File: src/rtl/imem_loader.sv
// Byte-stream instruction memory loader: a 4-byte little-endian word count header followed by N
// little-endian words, written to imemory from BASE_ADDR upward while the core is held in reset.
module imem_loader #(
  parameter logic [31:0] BASE_ADDR = 32'h0100_0000,
  parameter int unsigned MAX_WORDS = 1024
) (
  input  logic        clock,
  input  logic        reset,
  input  logic        start,
  input  logic        in_valid,
  input  logic [7:0]  in_data,
  output logic        in_ready,
  output logic [31:0] mem_address,
  output logic [31:0] mem_data_in,
  output logic        mem_read_write,
  output logic        busy,
  output logic        done,
  output logic        error,
  output logic        core_hold,
  output logic [15:0] words_written
);

  typedef enum logic [2:0] {
    S_IDLE, S_HEADER, S_DATA, S_WRITE, S_DONE, S_ERROR
  } state_t;

  localparam logic [31:0] MAX_W = 32'(MAX_WORDS);

  state_t      state;
  logic [1:0]  byte_cnt;
  logic [31:0] word_count;
  logic [23:0] shift_reg;
  logic        xfer;
  logic [31:0] full_word;
  logic [31:0] next_written;
  logic [31:0] write_addr;

  // Bytes enter at the top and shift down, so after four transfers the first byte sits in bits 7:0.
  assign xfer         = in_valid && in_ready;
  assign full_word    = {in_data, shift_reg};
  assign next_written = {16'd0, words_written} + 32'd1;
  assign write_addr   = BASE_ADDR + {14'd0, words_written, 2'b00};

  always_ff @(posedge clock) begin
    if (reset) begin
      state          <= S_IDLE;
      in_ready       <= 1'b0;
      mem_read_write <= 1'b0;
      mem_address    <= BASE_ADDR;
      mem_data_in    <= 32'd0;
      busy           <= 1'b0;
      done           <= 1'b0;
      error          <= 1'b0;
      core_hold      <= 1'b1;
      words_written  <= 16'd0;
      byte_cnt       <= 2'd0;
      word_count     <= 32'd0;
      shift_reg      <= 24'd0;
    end else begin
      mem_read_write <= 1'b0;
      case (state)
        S_IDLE, S_DONE, S_ERROR: begin
          if (start) begin
            state         <= S_HEADER;
            in_ready      <= 1'b1;
            busy          <= 1'b1;
            done          <= 1'b0;
            error         <= 1'b0;
            core_hold     <= 1'b1;
            words_written <= 16'd0;
            byte_cnt      <= 2'd0;
          end
        end
        S_HEADER: begin
          if (xfer) begin
            byte_cnt  <= byte_cnt + 2'd1;
            shift_reg <= full_word[31:8];
            if (byte_cnt == 2'd3) begin
              word_count <= full_word;
              if (full_word == 32'd0) begin
                state     <= S_DONE;
                in_ready  <= 1'b0;
                busy      <= 1'b0;
                done      <= 1'b1;
                core_hold <= 1'b0;
              end else if (full_word > MAX_W) begin
                state    <= S_ERROR;
                in_ready <= 1'b0;
                busy     <= 1'b0;
                error    <= 1'b1;
              end else begin
                state <= S_DATA;
              end
            end
          end
        end
        S_DATA: begin
          if (xfer) begin
            byte_cnt  <= byte_cnt + 2'd1;
            shift_reg <= full_word[31:8];
            if (byte_cnt == 2'd3) begin
              state          <= S_WRITE;
              in_ready       <= 1'b0;
              mem_read_write <= 1'b1;
              mem_address    <= write_addr;
              mem_data_in    <= full_word;
            end
          end
        end
        S_WRITE: begin
          words_written <= next_written[15:0];
          if (next_written == word_count) begin
            state     <= S_DONE;
            busy      <= 1'b0;
            done      <= 1'b1;
            core_hold <= 1'b0;
          end else begin
            state    <= S_DATA;
            in_ready <= 1'b1;
          end
        end
        default: begin
          state    <= S_IDLE;
          in_ready <= 1'b0;
          busy     <= 1'b0;
        end
      endcase
    end
  end

endmodule

File: config.mk
export PLATFORM = sky130hd
export DESIGN_NAME = imem_loader
export DESIGN_NICKNAME = d
export VERILOG_FILES = /design/src/rtl/imem_loader.sv
export SDC_FILE = /design/constraint.sdc
export NUM_CORES = 1
export LEC_CHECK = 0
export CAP_MARGIN = 20
export CORE_ASPECT_RATIO = 1.5
export CORE_MARGIN = 1
export CORE_UTILIZATION = 40
export CTS_CLUSTER_DIAMETER = 60
export CTS_CLUSTER_SIZE = 20
export DETAILED_ROUTE_END_ITERATION = 8
export HOLD_SLACK_MARGIN = 0.12
export SYNTH_ARGS = -nofsm -noshare
export SYNTH_HDL_FRONTEND = slang
export SYNTH_SLANG_ARGS = --single-unit
export TNS_END_PERCENT = 100
File: constraint.sdc
create_clock -name clock -period 3.14 [get_ports clock]
set_input_delay 0.628 -clock clock [delete_from_list [all_inputs] [get_ports clock]]
set_output_delay 0.628 -clock clock [all_outputs]
set_load 0.1 [all_outputs]
==> results of run 1 <==
## power by group through the flow
stage	Clock, W	Combinational [W]	Sequential, W
2_1_floorplan	0	0.000183	0.00175
3_3_place_gp	0	0.000251	0.00172
3_5_place_dp	0	0.000252	0.00172
4_1_cts	0.00202	0.000253	0.00168
5_1_grt	0.00210	0.000269	0.00169
6_report	0.00200	0.000253	0.00168
## cells in the final DEF, fill, tap and decap left out, types with 3 or more instances in the layout
cell               n
nor4_1            19
inv_1              8
inv_6              3
buf_4             88
conb_1            16
or3_1              6
nand2_1          197
clkbuf_16         17
dfxtp_1          128
and3_1             3
xor2_1             9
mux2i_1           26
a31oi_1            3
xnor2_1           12
nor2_1            60
clkdlybuf4s50_1   10
clkinv_4           4
o21ai_0            9
nand4_1            6
dfxtp_2            3
nand2b_1          10
nand3_1           16
o31a_1             3
a21oi_1          100
nor3_1            15
a311oi_1           4
## kinds of logic (layout without fill, tap and decap cells)
logic type | Yosys count | after routing
and+or+nand+nor | 355 | 355
buffers and inverters | 78 | 139
DFF | 131 | 131
xor gates and xnor gates | 21 | 21
adders and majority gates | 2 | 2
AOI/OAI and AO/OA | 143 | 143
muxes | 27 | 27
other | 2 | 16
## layer usage
metal  global-route usage  up-vias  wire [um]
met3               0.0360       23        463
li1                     -     2674          -
met1                0.263     2568       6960
met5                    0        -          0
met4                0.101        0        433
met2                0.388      122       8350
## area by class of cell
class,instances,area share
Clock buffer,20,0.0615
Clock inverter,12,0.0203
Inverter,8,0.00414
Multi-Input combinational cell,564,0.411
Sequential cell,131,0.362
Tap cell,196,0.0338
Timing Repair Buffer,99,0.108
## worst paths after layout
check | slack [ns] | cells past startpoint | start | end
max | 0.23 | 8 | words_written[0] | core_hold
min | 0.45 | 2 | mem_address[7] | mem_address[7]
max reg2reg | 0.23 | 8 | words_written[0] | core_hold
min reg2reg | 0.45 | 2 | mem_address[7] | mem_address[7]
## through the flow
stage,worst slack (ns),util
after floorplan,0.0128,-
after global placement,0.311,0.459
after detailed placement,0.245,0.459
after CTS,0.234,0.500
after global routing,0.0395,0.500
final,0.225,0.500
## worst max-delay path: cells and delay by family, from the launching register on
family	cells	cell delay, ns
AOI/OAI and AO/OA	2	0.25
adders and majority gates	1	0.37
xor gates and xnor gates	1	0.19
and+or+nand+nor	4	1.50
DFF	1	0.48
==> results.py, run 1 <==
metrics = {
    "outcome": {
        "status": "completed",
    },
    "clock_tree": {
        "cts-root-buf": "clkbuf_16",
        "cts.repair.resized": 0,
        "htree_levels": 4,
        "cts_made_buffers": 17,
        "insertion_delay_ns": 0.41,
        "cts_tree": "done",
        "clkTransAtPathRegs_ns": 0.06,
        "hold_buffers": 0,
        "clock-sinks": 131,
        "clock_path_buffers": 2,
        "postCtsSetupRepairBufs": 0,
    },
    "setup_path": {
        "crit_path_max_incr_delay_ns": 0.56,
        "worstPathArrival_ns": 3.20,
        "crit_chain": "ha_1 > nand3_2 > nor4_1 > xnor2_1 > o211ai_1 > or4_4 > nor3_2 > o21ai_0",
        "crit_slowest_cell": "or4_4",
        "crit_path_end_kind": "flip-flop",
        "startpoint_type": "flip-flop",
        "crit_required_ns": 3.42,
        "crit_type": "flip-flop to flip-flop",
        "cp_max_fo": 9,
    },
    "synth": {
        "synth_ff_type": "dfxtp_1",
        "synth_mux_area_frac": 0.0459,
        "synth_xor_xnor_area_share": 0.0311,
        "syn_area_sq_um": 5920,
        "syn_inst": 759,
        "yosys_warnings": 0,
        "ys_ff_latch": 131,
        "netlist.area_leader.share": 0.443,
        "synth_top_family_by_area": "simple AND/OR/NAND/NOR gates",
        "yosys.area.top_type": "dfxtp_1",
        "seq_area_frac_synth": 0.443,
        "synth_area_leaders": "dfxtp_1, nand2_1, a21oi_1",
        "syn_avg_cell_area_sq_um": 7.79,
        "synth_most_common_cell": "nand2_1",
        "synth_fa_ha_area_frac": 0.00423,
        "synth-simple-area-share": 0.273,
        "ys_top_cells_by_count": "nand2_1, dfxtp_1, a21oi_1",
        "synth_compound_area_frac": 0.140,
        "yosysUniqueCellTypes": 61,
        "synth_edf_count": 0,
        "async_flop_share": 0,
    },
    "route": {
        "drc": 0,
        "wirelength_mm": 16.2,
        "route.vias.total": 5387,
        "vias_per_cell": 5.23,
        "first_iter_violations": 230,
        "routedWlPerCell_um": 15.7,
        "ant_nets": 0,
        "drt_pass1_iterations": 5,
    },
    "finish": {
        "stdcell_area_sq_um": 7260,
        "layout-drive-gt1-share": 0.158,
        "multiInputGateArea_sq_um": 2990,
        "area_growth_pct": 22.8,
        "final_nets": 835,
        "ff_latch_area_sq_um": 2630,
        "fillers": 1452,
        "final_cells": 1030,
        "antenna_cells": 0,
    },
    "timing": {
        "final-setup-viol-count": 0,
        "rsz0062_at_grt": "no",
        "finClkSkew_ns": 0.00834,
        "slew_headroom": 0.543,
        "tightest_slew_ns": 0.686,
        "fmax_ghz": 0.343,
        "min_period_ns": 2.91,
        "hold_ws_ns": 0.453,
        "fin_setup_tns_ns": 0,
        "period_share": 0.928,
        "maxSlewViolCount": 0,
        "finalHoldViolations": 0,
    },
    "placed_design": {
        "dp.cells": 998,
        "hpwl_mm": 11.4,
        "port_buffers": 81,
        "routabilityCongestion": 0.894,
        "placed_area_sq_um": 6670,
    },
    "pwr": {
        "p_sw_w": 0.00100,
        "p_total_w": 0.00393,
        "seq_power_share": 0.428,
        "ir_drop_v": 0.000320,
        "p_comb_frac": 0.064,
        "p_leak_nw": 2.73,
        "p_per_area_nw_per_um2": 542,
        "p_int_w": 0.00293,
        "clkPwrFrac": 0.508,
        "swShare": 0.255,
    },
    "die": {
        "rows": 54,
        "start_util": 0.407,
        "die_h_um": 151,
        "die_x_um": 101,
        "die_area_sq_um": 15300,
        "core_sq_um": 14500,
        "ios": 98,
    },
    "grt": {
        "grt_max_degree": 126,
        "grt_pass1_vias": 5010,
        "grt-ovfl-total": 0,
        "grt_pass1_wl_mm": 26.0,
        "grt_use_total": 0.221,
        "antenna_found_initial": 0,
    },
    "run": {
        "cap_violations": 0,
    },
    "hold_path": {
        "hp-class": "flip-flop to flip-flop",
    },
}
Power figures use the tool's default switching activity.
==> run 2, diff against run 1 <==
- ABC_AREA: not set -> 1
==> run 2 against run 1 <==
Net effect:
- synthesized area decreased by 4.8%
- cell count is 0.78% higher
- highest routed layer unchanged
- cell area shrank 4.4%
- core utilization increased by 1.0 points
- clock-buffer cell count down 3
- wire length fell by 6.0%
- fmax grew 21%
==> results.py, run 2 <==
metrics = {
    "die": {
        "die_h_um": 147,
        "start_util": 0.414,
        "core_sq_um": 13600,
        "rows": 52,
        "die_x_um": 98.9,
        "die_area_sq_um": 14600,
        "ios": 98,
    },
    "setup_path": {
        "worstPathArrival_ns": 2.67,
        "crit_type": "flip-flop to flip-flop",
        "crit_slowest_cell": "dfxtp_1",
        "crit_path_max_incr_delay_ns": 0.49,
        "crit_top_cell": "nand2_1",
        "crit_path_end_kind": "flip-flop",
        "startpoint_type": "flip-flop",
        "crit_required_ns": 3.41,
        "cp_max_fo": 8,
        "crit_chain": "ha_1 > nand2_2 > nor2_4 > nand2_1 > nand3_1 > nand2_1 > nor2_1 > nand2_1 > nor2_1 > nand2_1 > nor2_2 > nand2_2 > nand2_4 > nand3_1 > nand2_1 > nand3_1",
    },
    "timing": {
        "tightest_slew_ns": 0.569,
        "period_share": 0.765,
        "final-setup-viol-count": 0,
        "maxSlewViolCount": 0,
        "slew_headroom": 0.620,
        "fmax_ghz": 0.416,
        "finalHoldViolations": 0,
        "fin_setup_tns_ns": 0,
        "finClkSkew_ns": 0.0111,
        "min_period_ns": 2.40,
        "rsz0062_at_grt": "no",
    },
    "clock_tree": {
        "clkTransAtPathRegs_ns": 0.06,
        "hold_buffers": 0,
        "cts.repair.resized": 0,
        "insertion_delay_ns": 0.41,
        "cts_tree": "done",
        "clock_path_buffers": 2,
        "htree_levels": 4,
        "clock-sinks": 131,
        "postCtsSetupRepairBufs": 0,
        "cts-root-buf": "clkbuf_16",
        "cts_made_buffers": 17,
    },
    "grt": {
        "grt_pass1_vias": 4989,
        "grt_pass1_wl_mm": 24.2,
        "grt_use_total": 0.214,
        "antenna_found_initial": 0,
        "grt-ovfl-total": 0,
        "grt_max_degree": 62,
    },
    "synth": {
        "synth_compound_area_frac": 0.170,
        "seq_area_frac_synth": 0.466,
        "syn_inst": 792,
        "synth_fa_ha_area_frac": 0.00444,
        "synth_xor_xnor_area_share": 0.00311,
        "netlist.area_leader.share": 0.466,
        "synth_ff_type": "dfxtp_1",
        "yosysUniqueCellTypes": 32,
        "synth-simple-area-share": 0.272,
        "synth_edf_count": 0,
        "synth_most_common_cell": "nor2_1",
        "syn_area_sq_um": 5630,
        "ys_ff_latch": 131,
        "yosys.area.top_type": "dfxtp_1",
        "synth_top_family_by_area": "simple AND/OR/NAND/NOR gates",
        "ys_top_cells_by_count": "nor2_1, dfxtp_1, nand2_1",
        "synth_area_leaders": "dfxtp_1, nor2_1, o21ai_0",
        "async_flop_share": 0,
        "syn_avg_cell_area_sq_um": 7.11,
        "synth_mux_area_frac": 0,
        "yosys_warnings": 0,
    },
    "route": {
        "routedWlPerCell_um": 14.7,
        "route.vias.total": 5364,
        "vias_per_cell": 5.17,
        "drt_pass1_iterations": 5,
        "drc": 0,
        "wirelength_mm": 15.2,
        "ant_nets": 0,
        "first_iter_violations": 318,
    },
    "placed_design": {
        "hpwl_mm": 10.7,
        "dp.cells": 1007,
        "port_buffers": 81,
        "routabilityCongestion": 0.915,
    },
    "finish": {
        "area_growth_pct": 23.3,
        "layout_commonest_cell": "nor2_1",
        "layout-drive-gt1-share": 0.154,
        "final_nets": 878,
        "antenna_cells": 0,
        "final_cells": 1038,
        "mostFrequentLayoutCells": "nor2_1, nand2_1, dfxtp_1",
    },
    "hold_path": {
        "hp-class": "flip-flop to flip-flop",
    },
    "pwr": {
        "p_per_area_nw_per_um2": 607,
        "p_leak_nw": 3.04,
        "ir_drop_v": 0.000398,
    },
    "outcome": {
        "status": "completed",
    },
    "run": {
        "cap_violations": 0,
    },
}
-- run 2: cell count changes after synthesis, sizes merged, moves of 18 or more --
cell   before  now
mux2i      26    0
inv         8   59
nand3      17   35
o21ai       9  111
a21oi     100   71
nor2       60  165
nand2     197  137
-- run 2: critical path, delay by kind of cell (launching register included) --
kind | cells | cell delay, ns
fa+ha+maj | 1 | 0.27
flops | 1 | 0.49
simple gates | 15 | 1.53
-- run 2: where the power goes --
group	switching, W	leakage (nW)	internal [W]	total [W]
clock	0.000731	0.277	0.00124	0.00197
sequential	0.0000417	1.06	0.00171	0.00175
combinational	0.000384	1.71	0.000112	0.000495
total	0.00116	3.04	0.00306	0.00421
-- run 2: per-stage QoR --
step | util | hold WS, ns | power (W) | instance area [sq um] | worst slack, ns
after floorplan | - | 0.430 | 0.00217 | 5680 | 0.376
after detailed placement | 0.467 | 0.448 | 0.00228 | 6350 | 0.611
after CTS | 0.510 | 0.458 | 0.00425 | 6940 | 0.734
final | 0.510 | 0.456 | 0.00421 | 6940 | 0.739
after global routing | 0.510 | 0.492 | 0.00435 | 6940 | 0.449
after global placement | 0.467 | 0.441 | 0.00227 | 6350 | 0.686
-- run 2: path summary, 6_finish.rpt --
check | start | endpoint | slack, ns | cells after the start
worst max-delay path | words_written[0] | core_hold | 0.74 | 16
worst min-delay path | word_count[30] | word_count[30] | 0.46 | 2
worst max register to register | words_written[0] | core_hold | 0.74 | 16
worst min register to register | word_count[30] | word_count[30] | 0.46 | 2
-- run 2: area by class of cell --
cell class | count | area [sq um]
Timing Repair Buffer | 89 | 708
Clock buffer | 17 | 425
Tap cell | 162 | 203
Inverter | 60 | 225
Clock inverter | 14 | 165
Multi-Input combinational cell | 565 | 2590
Fill cell | 1388 | 6660
Sequential cell | 131 | 2620
-- run 2: kinds of logic after synthesis --
group	Yosys count
AOI/OAI and AO/OA	187
xor gates and xnor gates	2
adders and majority gates	2
buffers and inverters	110
DFF	131
other	2
and+or+nand+nor	358
-- run 2: per-layer routing --
metal | up-vias | track usage | part of all wire
met4 | 0 | 0.109 | 0.032
met2 | 171 | 0.384 | 0.52
met5 | - | 0 | 0
li1 | 2688 | - | -
met1 | 2475 | 0.240 | 0.40
met3 | 30 | 0.0376 | 0.044
==> run 3, diff against run 2 <==
- PLACE_DENSITY: not set -> 0.66
- clock period: 3.14 -> 2.13 ns (I/O delays scaled with it)
==> run 3 against run 2 <==
Net effect:
- flip-flop and latch count unchanged
- first-iteration DRC count is 9.4% lower
- fmax grew 17%
- cell area is 5.7% higher
- global-route usage increased by 0.29 points
==> results.py, run 3 (synthesis results as in run 2) <==
metrics = {
    "die": {
        "rows": 52,
        "die_area_sq_um": 14600,
        "core_sq_um": 13600,
        "die_h_um": 147,
        "die_x_um": 98.9,
        "ios": 98,
        "start_util": 0.414,
    },
    "clock_tree": {
        "cts-root-buf": "clkbuf_16",
        "clock_path_buffers": 2,
        "clock-sinks": 131,
        "clkTransAtPathRegs_ns": 0.06,
        "cts_tree": "done",
        "insertion_delay_ns": 0.42,
        "htree_levels": 4,
        "cts_made_buffers": 17,
    },
    "grt": {
        "antenna_found_initial": 0,
        "grt_max_degree": 53,
        "grt_pass1_vias": 5074,
        "grt_pass1_wl_mm": 24.6,
        "grt_use_total": 0.217,
        "grt-ovfl-total": 0,
    },
    "route": {
        "first_iter_violations": 288,
        "drt_pass1_iterations": 5,
        "routedWlPerCell_um": 14.0,
        "wirelength_mm": 15.1,
        "ant_nets": 0,
        "drc": 0,
        "vias_per_cell": 4.99,
        "route.vias.total": 5354,
    },
    "setup_path": {
        "crit_path_end_kind": "flip-flop",
        "worstPathArrival_ns": 2.34,
        "crit_type": "flip-flop to flip-flop",
        "crit_end": "state[1]",
        "r2r_cells": 16,
        "crit_path_max_incr_delay_ns": 0.36,
        "r2r_end": "state[1]",
        "crit_chain": "ha_4 > nand2_4 > nor2_4 > nand2_2 > nand3_2 > nand2_2 > nor2_2 > nand2_1 > nor2_1 > nand2_1 > nor2_2 > nand2_2 > nand2_4 > nand2_1 > nand2_1 > a21oi_1",
        "crit_path_start": "words_written[1]",
        "cp_max_fo": 8,
        "crit_slowest_cell": "dfxtp_4",
        "startpoint_type": "flip-flop",
        "reg2reg_from": "words_written[1]",
        "crit_required_ns": 2.43,
        "rrSetupSlack_ns": 0.08,
        "crit_top_cell": "nand2_1",
    },
    "finish": {
        "layout_commonest_cell": "nor2_1",
        "final_nets": 913,
        "mostFrequentLayoutCells": "nor2_1, nand2_1, dfxtp_1",
        "fillers": 1314,
        "final_util": 0.539,
        "area_growth_pct": 30.2,
        "antenna_cells": 0,
        "layout-drive-gt1-share": 0.221,
    },
    "timing": {
        "final-setup-viol-count": 0,
        "fin_setup_tns_ns": 0,
        "finClkSkew_ns": 0.00561,
        "min_period_ns": 2.05,
        "finalHoldViolations": 0,
        "maxSlewViolCount": 0,
        "period_share": 0.961,
        "rsz0062_at_grt": "yes",
        "fmax_ghz": 0.489,
    },
    "run": {
        "cap_violations": 0,
    },
    "outcome": {
        "status": "completed",
    },
    "placed_design": {
        "port_buffers": 81,
        "hpwl_mm": 10.6,
        "routabilityCongestion": 0.876,
    },
    "pwr": {
        "p_per_area_nw_per_um2": 868,
        "p_leak_nw": 3.26,
        "ir_drop_v": 0.000564,
    },
    "hold_path": {
        "hp-class": "flip-flop to flip-flop",
    },
}
run 3: worst min path at each step:
stage                         startpoint        endpoint  slack (ns)  cells past startpoint
after floorplan           word_count[30]  word_count[30]        0.43                      2
after global placement    word_count[30]  word_count[30]        0.44                      2
after detailed placement  word_count[30]  word_count[30]        0.45                      2
after CTS                 word_count[30]  word_count[30]        0.46                      2
after global routing                done            done        0.48                      2
final                          core_hold       core_hold        0.45                      2
run 3: per-stage QoR:
stage                     setup WS [ns]  cells  area (sq um)  power, W  hold slack, ns
after detailed placement         -0.137   1037          6610   0.00340           0.449
after global routing            -0.0554   1074          7330   0.00658           0.480
after global placement          -0.0795   1037          6610   0.00339           0.438
after floorplan                 -0.0332    806          5710   0.00319           0.430
final                            0.0833   1074          7330   0.00637           0.454
after CTS                        0.0211   1069          7230   0.00641           0.458
run 3: timing repair:
item                                    4_1_cts  5_1_grt
endpoints found under the hold margin         0        0
gates resized for setup                       0       18
endpoints found under the setup margin        0        6
buffers inserted                              0        5
hold buffers                                  0        0
run 3: final cells by class:
| class | instances | area [sq um] | share of cell area |
|---|---|---|---|
| well taps | 162 | 203 | 0.0276 |
| clock inverters | 12 | 153 | 0.0208 |
| repair buffers | 124 | 987 | 0.135 |
| multi-input cells | 565 | 2650 | 0.362 |
| flip-flops and latches | 131 | 2650 | 0.361 |
| clock buffers | 20 | 467 | 0.0636 |
| inverters | 60 | 225 | 0.0307 |
run 3: per-layer routing:
| layer | vias to the layer above | global-route usage | wire length, um |
|---|---|---|---|
| met1 | 2441 | 0.244 | 6230 |
| met5 | - | 0 | 0 |
| li1 | 2748 | - | - |
| met3 | 26 | 0.0385 | 561 |
| met2 | 139 | 0.392 | 7940 |
| met4 | 0 | 0.100 | 335 |
run 3: worst max-delay path: cells and delay by family, from the launching register on:
| family | cells | cell delay (ns) |
|---|---|---|
| AOI/OAI and AO/OA | 1 | 0.06 |
| adders and majority gates | 1 | 0.15 |
| DFF | 1 | 0.36 |
| and+or+nand+nor | 14 | 1.36 |
run 3: power breakdown:
part | leakage [nW] | internal, W | switching (W) | total [W]
logic | 1.90 | 0.000207 | 0.000571 | 0.000779
clock network | 0.303 | 0.00193 | 0.00108 | 0.00302
registers | 1.07 | 0.00251 | 0.0000580 | 0.00257
